<file path="src/rtl/width_upsizer.sv">
// Packs narrow IN_WIDTH beats into RATIO-lane words with a lane-keep mask;
// i_last closes a word early so packet tails flush as partial words.
module width_upsizer #(
    parameter  int IN_WIDTH  = 8,
    parameter  int RATIO     = 4,
    localparam int OUT_WIDTH = IN_WIDTH * RATIO
) (
    input  logic                 i_clock,
    input  logic                 i_aresetn,
    input  logic [IN_WIDTH-1:0]  i_data,
    input  logic                 i_last,
    input  logic                 i_input_valid,
    output logic                 o_input_ready,
    output logic [OUT_WIDTH-1:0] o_data,
    output logic [RATIO-1:0]     o_keep,
    output logic                 o_last,
    output logic                 o_output_valid,
    input  logic                 i_output_ready
);

    localparam int CNT_W = $clog2(RATIO);

    // One-hot style encoding leaves spare codes that recover to FILL.
    typedef enum logic [1:0] {
        FILL = 2'b01,
        HOLD = 2'b10
    } state_t;

    state_t               state, state_n;
    logic [CNT_W-1:0]     count, count_n;
    logic [OUT_WIDTH-1:0] data_n;
    logic [RATIO-1:0]     keep_n;
    logic                 last_n;
    logic                 ready_en;
    logic                 accept;
    logic                 transmit;

    // In HOLD, downstream ready passes straight through so a new beat can
    // enter in the same cycle the held word leaves.
    assign o_input_ready  = (state == HOLD) ? i_output_ready
                                            : ((state == FILL) && ready_en);
    assign o_output_valid = (state == HOLD);
    assign accept         = i_input_valid && o_input_ready;
    assign transmit       = o_output_valid && i_output_ready;

    always_comb begin
        state_n = state;
        count_n = count;
        data_n  = o_data;
        keep_n  = o_keep;
        last_n  = o_last;
        unique case (state)
            FILL: begin
                if (accept) begin
                    for (int k = 0; k < RATIO; k++) begin
                        if (count == CNT_W'(k)) begin
                            data_n[k*IN_WIDTH +: IN_WIDTH] = i_data;
                            keep_n[k]                      = 1'b1;
                        end
                    end
                    if ((count == CNT_W'(RATIO - 1)) || i_last) begin
                        state_n = HOLD;
                        last_n  = i_last;
                        count_n = '0;
                    end else begin
                        count_n = count + CNT_W'(1);
                    end
                end
            end
            HOLD: begin
                if (transmit && accept) begin
                    data_n = OUT_WIDTH'(i_data);
                    keep_n = RATIO'(1);
                    if (i_last) begin
                        state_n = HOLD;
                        last_n  = 1'b1;
                        count_n = '0;
                    end else begin
                        state_n = FILL;
                        last_n  = 1'b0;
                        count_n = CNT_W'(1);
                    end
                end else if (transmit) begin
                    data_n  = '0;
                    keep_n  = '0;
                    last_n  = 1'b0;
                    state_n = FILL;
                    count_n = '0;
                end
            end
            default: begin
                state_n = FILL;
                count_n = '0;
                data_n  = '0;
                keep_n  = '0;
                last_n  = 1'b0;
            end
        endcase
    end

    always_ff @(posedge i_clock or negedge i_aresetn) begin
        if (!i_aresetn) begin
            state    <= FILL;
            count    <= '0;
            o_data   <= '0;
            o_keep   <= '0;
            o_last   <= 1'b0;
            ready_en <= 1'b0;
        end else begin
            state    <= state_n;
            count    <= count_n;
            o_data   <= data_n;
            o_keep   <= keep_n;
            o_last   <= last_n;
            ready_en <= 1'b1;
        end
    end

endmodule

</file>
<file path="config.mk">
export PLATFORM = sky130hd
export DESIGN_NAME = width_upsizer
export DESIGN_NICKNAME = d
export VERILOG_FILES = /design/src/rtl/width_upsizer.sv
export SDC_FILE = /design/constraint.sdc
export NUM_CORES = 1
export LEC_CHECK = 0
export CORE_ASPECT_RATIO = 0.5
export CORE_MARGIN = 2
export CORE_UTILIZATION = 54
export CTS_CLUSTER_DIAMETER = 60
export CTS_CLUSTER_SIZE = 8
export DETAILED_ROUTE_END_ITERATION = 10
export PLACE_DENSITY = 0.85
export SLEW_MARGIN = 20
export SYNTH_ARGS = -nofsm -noshare
export SYNTH_HDL_FRONTEND = slang
export SYNTH_SLANG_ARGS = --single-unit
</file>
<file path="constraint.sdc">
create_clock -name i_clock -period 3.1 [get_ports i_clock]
set_input_delay 0.775 -clock i_clock [delete_from_list [all_inputs] [get_ports i_clock]]
set_output_delay 0.775 -clock i_clock [all_outputs]
set_load 0.01 [all_outputs]
</file>
==> results of run 1 <==
-- metal layers --
layer / track usage / vias up / routed length (µm) / share of wire
li1: - / 831 / - / -
met1: 0.305 / 883 / 2300 / 0.45
met2: 0.388 / 52 / 2540 / 0.49
met3: 0.0474 / 10 / 219 / 0.043
met4: 0.0870 / 0 / 98 / 0.019
met5: 0 / - / 0 / 0
-- registers in the layout (all words and copies together) (netlist names) --
signal / flops
state: 2
count: 2
o_last: 1
o_keep: 4
o_data: 32
ready_en: 1
-- per-stage QoR --
| step | cell area, µm² | hold slack, ns | util |
|---|---|---|---|
| 5_1_grt | 2830 | 0.531 | 0.718 |
| 3_3_place_gp | 2720 | 0.490 | 0.690 |
| 2_1_floorplan | 2240 | 0.479 | - |
| 3_5_place_dp | 2720 | 0.495 | 0.690 |
| 6_report | 2830 | 0.509 | 0.718 |
| 4_1_cts | 2830 | 0.513 | 0.718 |
-- power by group through the flow --
stage	clock [W]	sequential (W)	combinational, W
floorplan	0	0.000781	0.000639
global placement	0	0.000741	0.000977
detailed placement	0	0.000749	0.00100
CTS	0.000445	0.000738	0.00102
global route	0.000464	0.000754	0.00110
finish	0.000440	0.000738	0.00102
-- final timing paths --
check                                     end  slack, ns      startpoint  depth (start not counted)
worst max register to register      o_data[2]       1.01        state[0]                          6
min in group asynchronous            ready_en       0.62       i_aresetn                          1
max in group asynchronous           o_data[8]       1.88       i_aresetn                          1
worst min-delay path                o_data[0]       0.51       o_data[0]                          1
worst max-delay path            o_input_ready       0.29  i_output_ready                          4
worst min register to register      o_data[0]       0.51       o_data[0]                          1
-- layout make-up --
cell class | count | area share
Inverter | 4 | 0.00530
Clock inverter | 2 | 0.0133
Multi-Input combinational cell | 144 | 0.371
Tap cell | 54 | 0.0239
Sequential cell | 42 | 0.371
Timing Repair Buffer | 55 | 0.189
Clock buffer | 6 | 0.0256
-- critical path: stages --
cell             delay [ns]
clkdlybuf4s50_1        0.49
nand2_1                0.06
o21ai_0                0.11
clkdlybuf4s50_1        0.61
-- cells by family (layout without fill, tap and decap cells) --
group           Yosys count  count (layout)  synth area share
compound gates           42              42             0.174
other cells               1               1           0.00168
mux                      15              15            0.0761
simple gates             78              78             0.174
fa+ha+maj                 8               8            0.0448
buf+inv                  19              67            0.0588
flops                    42              42             0.471
-- cells in the final DEF, fill, tap and decap left out, types with 2 or more instances in the layout --
master and count:
a21oi_1 4, a32o_1 2, buf_4 4, clkbuf_8 5
clkdlybuf4s50_1 50, dfrtp_1 41, ha_1 8, inv_1 4
mux2_2 12, mux2i_1 2, nand2_1 35, nand3_1 24
nor2_1 3, nor3b_1 8, o211ai_1 22, o211ai_2 3
o211ai_4 3, o21ai_0 2, or2_1 3
==> results by group, run 1 <==
Outcome
  – Status: finished, final reports clean

STA
  – Least-Margin Pin Slew: 0.967 ns
  – TNS Setup: 0 ns
  – Max frequency: 356 MHz
  – Tmin final: 2.81 ns
  – Rel. slew slack: 0.355
  – PnR worst setup slack: 0.289 ns
  – RSZ-0062 raised after global routing: no
  – Final max-slew violation count: 0
  – Clock Skew: 0.00607 ns
  – Fin. Hold Viols: 0
  – Final setup fails: 0
  – Final Cycle Share: 0.907

Worst setup path
  – Critical-path maximum fanout: 2
  – CP Launch Type: input pin
  – Crit end category: output port
  – Setup Crit Path Kind: in2out
  – Worst Path Required: 2.32 ns
  – Arr. time, crit path: 2.04 ns

Floorplan
  – Core ar.: 0.00394 mm²
  – IO Pins: 52
  – Die width: 95 µm
  – Initial Util: 0.567
  – Die Area: 0.00470 mm²
  – Site row count: 16
  – Die height: 49.5 µm

Cells and area
  – Non-Filler Instances: 307
  – Synth-to-layout area growth: 26.7%
  – Layout cell share with drive strength beyond 1: 0.154
  – Nets: 273
  – Storage element area: 0.00105 mm²
  – N_diodes: 0
  – Area occupied by multi-input gates: 0.00105 mm²
  – Fillers: 288

Synth
  – Number of flops mapped to enable cells by yosys: 0
  – Area leader, netlist: dfrtp_1
  – Seq cells post-synth: 42
  – Synthesized area per cell: 10.9 µm²
  – Mapped Nets: 226
  – Synth Instances: 205
  – Seq/Total Area, Yosys: 0.471
  – Largest cells by area after synthesis: dfrtp_1 46%, o211ai_1 7.4%, mux2_2 6.0%
  – Yosys synthesis warning count: 0
  – Count leader, synth: dfrtp_1
  – Synth unique cells: 34
  – Mapped cell area: 0.00224 mm²
  – Top cell type's share of synthesized area: 0.459
  – Asr flop ratio synth: 1.00
  – Synth cell count leaders: 41 x dfrtp_1, 35 x nand2_1, 24 x nand3_1, 22 x o211ai_1, 12 x mux2_2
  – Main flop type after synthesis: dfrtp_1

Power and ir drop
  – Power Dens Cells: 775 mW/mm²
  – Clock power share: 0.201
  – Switch Pwr: 0.000809 W
  – Pwr Total: 0.00219 W
  – Comb pwr share: 0.463
  – Max VDD drop: 0.000465 V
  – Sw Share: 0.369
  – Reg power frac: 0.337
  – Leakage: 1.15 nW
  – Int Pwr: 0.00139 W

Global routing
  – Largest net degree at the start of global routing: 44
  – Initial antenna violation count: 0
  – Overflow after GRT: 0
  – Number of global-route vias before repair: 1,692
  – All-Layer GR Usage: 0.234
  – Global-route wire length before repair: 8380 µm

Route
  – DRT Wirelength: 5150 µm
  – DR WL/cell: 16.8 µm
  – Via/cell ratio: 5.79
  – DR vias: 1,776
  – Initial drt markers: 99
  – DRT Pass-1 Iters: 5
  – Post-DRT Antenna Nets: 0
  – Residual DRC: 0

Min path
  – Hold Crit Class: reg2reg

Clock network
  – Post_cts resized: 0
  – Worst skew pair latency: 0.31 ns
  – CTS tree: built
  – Post-CTS Setup Repair Bufs: 0
  – Root Buffer: clkbuf_8
  – Clk buf depth: 2
  – H-tree lvl count: 2
  – CTS clk-pin slew, worst paths: 0.08 ns
  – Num CTS Buffers: 5
  – Clock sink total: 42
  – Hold buffers post-CTS: 0

Placement
  – Routability Congestion: 0.773
  – Setup Slack @ Placement: 0.337 ns
  – Post-DP HPWL: 3620 µm
  – IO buf count: 51
  – Cell total after placement: 299

Job
  – Max cap viols: 0
Power figures use the tool's default switching activity.
==> inputs of run 2 (changes only) <==
- GPL_ROUTABILITY_DRIVEN: unset -> 0
==> results of run 2 <==
The final DEF is identical to that of run 1; final timing and power are the same.
==> inputs of run 3 (changes only) <==
- RECOVER_POWER: unset -> 25
==> results by group, run 3 (synthesis results as in run 1) <==
Outcome
  – Status: finished, violations left
  – Violated checks: capacitance limit, slew limit

Clock network
  – CTS tree: built
  – Worst skew pair latency: 0.31 ns (about the same)
  – Num CTS Buffers: 5 (unchanged)
  – CTS clk-pin slew, worst paths: 0.08 ns (about the same)
  – Post-CTS Setup Repair Bufs: 0 (unchanged)
  – H-tree lvl count: 2 (unchanged)
  – Clock sink total: 42 (unchanged)
  – Clk buf depth: 2 (unchanged)
  – Hold buffers post-CTS: 0 (unchanged)
  – Root Buffer: clkbuf_8
  – Post_cts resized: 0 (unchanged)

Floorplan
  – Site row count: 16 (unchanged)
  – IO Pins: 52 (unchanged)
  – Die height: 49.5 µm (unchanged)
  – Core ar.: 0.00394 mm² (unchanged)
  – Die Area: 0.00470 mm² (unchanged)
  – Die width: 95 µm (unchanged)
  – Initial Util: 0.567 (unchanged)

Power and ir drop
  – Switch Pwr: 0.000811 W (+0.21%)
  – Comb pwr share: 0.462 (about the same)
  – Reg power frac: 0.337 (about the same)
  – Power Dens Cells: 775 mW/mm² (+0.11%)
  – Sw Share: 0.369 (+0.000528)
  – Leakage: 1.14 nW (-0.24%)
  – Clock power share: 0.201 (about the same)
  – Int Pwr: 0.00139 W (about the same)
  – Max VDD drop: 0.000465 V (about the same)

Worst setup path
  – Crit end category: output port
  – Top Family by Delay on Critical Path: buffers and inverters
  – Slowest cell on the critical path: clkdlybuf4s50_1
  – CP cell instances: clkdlybuf4s50_1 -> nand2_1 -> o21ai_0 -> clkdlybuf4s50_1
  – Worst reg-to-reg path cell count: 6 (unchanged)
  – Critical-path maximum fanout: 2 (unchanged)
  – Most frequent CP cell: clkdlybuf4s50_1
  – RR Startpoint: state[0]
  – Setup Crit Path Kind: in2out
  – CP Launch Type: input pin
  – Crit path launch: i_output_ready
  – Arr. time, crit path: 2.04 ns (about the same)
  – WP buf/inv: 2 (unchanged)
  – Slowest stage delay, CP: 0.61 ns (about the same)
  – Worst Path Required: 2.32 ns (about the same)
  – Levels on crit path: 4 (unchanged)

Route
  – DR WL/cell: 16.8 µm (+0.27%)
  – DR vias: 1,780 (+0.23%)
  – Via/cell ratio: 5.80 (+0.23%)
  – Residual DRC: 0 (unchanged)
  – Initial drt markers: 101 (+2.0%)
  – Post-DRT Antenna Nets: 0 (unchanged)
  – DRT Wirelength: 5170 µm (+0.27%)
  – DRT Pass-1 Iters: 5 (unchanged)

Global routing
  – Initial antenna violation count: 0 (unchanged)
  – Number of global-route vias before repair: 1,692 (unchanged)
  – All-Layer GR Usage: 0.234 (unchanged)
  – Largest net degree at the start of global routing: 44 (unchanged)
  – Overflow after GRT: 0 (unchanged)
  – Global-route wire length before repair: 8380 µm (unchanged)

Cells and area
  – Max FFs per register: 32 (unchanged)
  – Storage element area: 0.00105 mm² (unchanged)
  – Nets: 273 (unchanged)
  – Synth-to-layout area growth: 26.6% (about the same)
  – Biggest regs: o_data: 32 flops, o_keep: 4 flops
  – N_diodes: 0 (unchanged)
  – Area occupied by multi-input gates: 0.00105 mm² (unchanged)
  – Layout cell share with drive strength beyond 1: 0.150 (-0.00395)
  – Most frequent cells in the layout: 50 x clkdlybuf4s50_1, 41 x dfrtp_1, 35 x nand2_1, 24 x nand3_1, 22 x o211ai_1
  – Largest reg by FF count: o_data
  – Fillers: 289 (+0.35%)
  – Commonest non-fill, non-tap cell in the layout: clkdlybuf4s50_1

Placement
  – Setup Slack @ Placement: 0.337 ns (unchanged)
  – Post-DP HPWL: 3620 µm (unchanged)
  – IO buf count: 51 (unchanged)

Min path
  – Hold Crit Start: o_data[5]
  – Min-Delay Path Depth: 1 (unchanged)
  – Hold Crit Class: reg2reg

STA
  – Clock Skew: 0.00568 ns (-0.000389 ns)
  – TNS Setup: 0 ns (unchanged)
  – Final max-slew violation count: 43 (+43)
  – PnR worst setup slack: 0.289 ns (-0.000768 ns)
  – Fin. Hold Viols: 0 (unchanged)
  – Max frequency: 356 MHz (about the same)
  – Rel. slew slack: -0.547 (-0.902)
  – RSZ-0062 raised after global routing: no
  – Final setup fails: 0 (unchanged)
  – Final Cycle Share: 0.907 (about the same)
  – Tmin final: 2.81 ns (+0.000768 ns)
  – Least-Margin Pin Slew: 2.32 ns (+1.35 ns)

Job
  – Max cap viols: 1 (+1)
run 3: changes by cell type in the layout (fill, tap and decap cells not counted), sizes merged:
cell / change
buf: -1
clkbuf: +1
run 3: worst paths after layout:
path	endpoint	slack (ns)
min	o_data[5]	0.51
max	o_input_ready	0.29
max in group asynchronous	o_data[8]	0.62
max reg2reg	o_data[2]	1.01
min in group asynchronous	ready_en	1.16
min reg2reg	o_data[5]	0.51
run 3: layout make-up:
cell class | instances | share of cell area
flip-flops and latches | 42 | 0.372
multi-input cells | 144 | 0.372
repair buffers | 55 | 0.189
clock buffers | 6 | 0.0256
well taps | 54 | 0.0239
clock inverters | 2 | 0.0133
inverters | 4 | 0.00530
run 3: metrics by stage:
| step | power [W] | cells | util | hold WS, ns | instance area (µm²) |
|---|---|---|---|---|---|
| 4_1_cts | 0.00220 | 307 | 0.718 | 0.513 | 2830 |
| 2_1_floorplan | 0.00142 | 205 | - | 0.479 | 2240 |
| 3_5_place_dp | 0.00175 | 299 | 0.690 | 0.495 | 2720 |
| 5_1_grt | 0.00232 | 307 | 0.718 | 0.531 | 2830 |
| 6_report | 0.00220 | 307 | 0.718 | 0.510 | 2830 |
| 3_3_place_gp | 0.00172 | 299 | 0.690 | 0.490 | 2720 |
run 3: per-layer routing:
metal / vias up / GRT usage / part of all wire
met4: 0 / 0.0870 / 0.019
met1: 885 / 0.305 / 0.45
met3: 10 / 0.0474 / 0.044
met2: 54 / 0.388 / 0.49
met5: - / 0 / 0
li1: 831 / - / -
run 3: power by group through the flow:
stage / Sequential (W) / Combinational [W] / Clock [W]
floorplan: 0.000781 / 0.000639 / 0
global placement: 0.000741 / 0.000977 / 0
detailed placement: 0.000749 / 0.00100 / 0
CTS: 0.000738 / 0.00102 / 0.000445
global route: 0.000754 / 0.00110 / 0.000464
finish: 0.000739 / 0.00102 / 0.000442
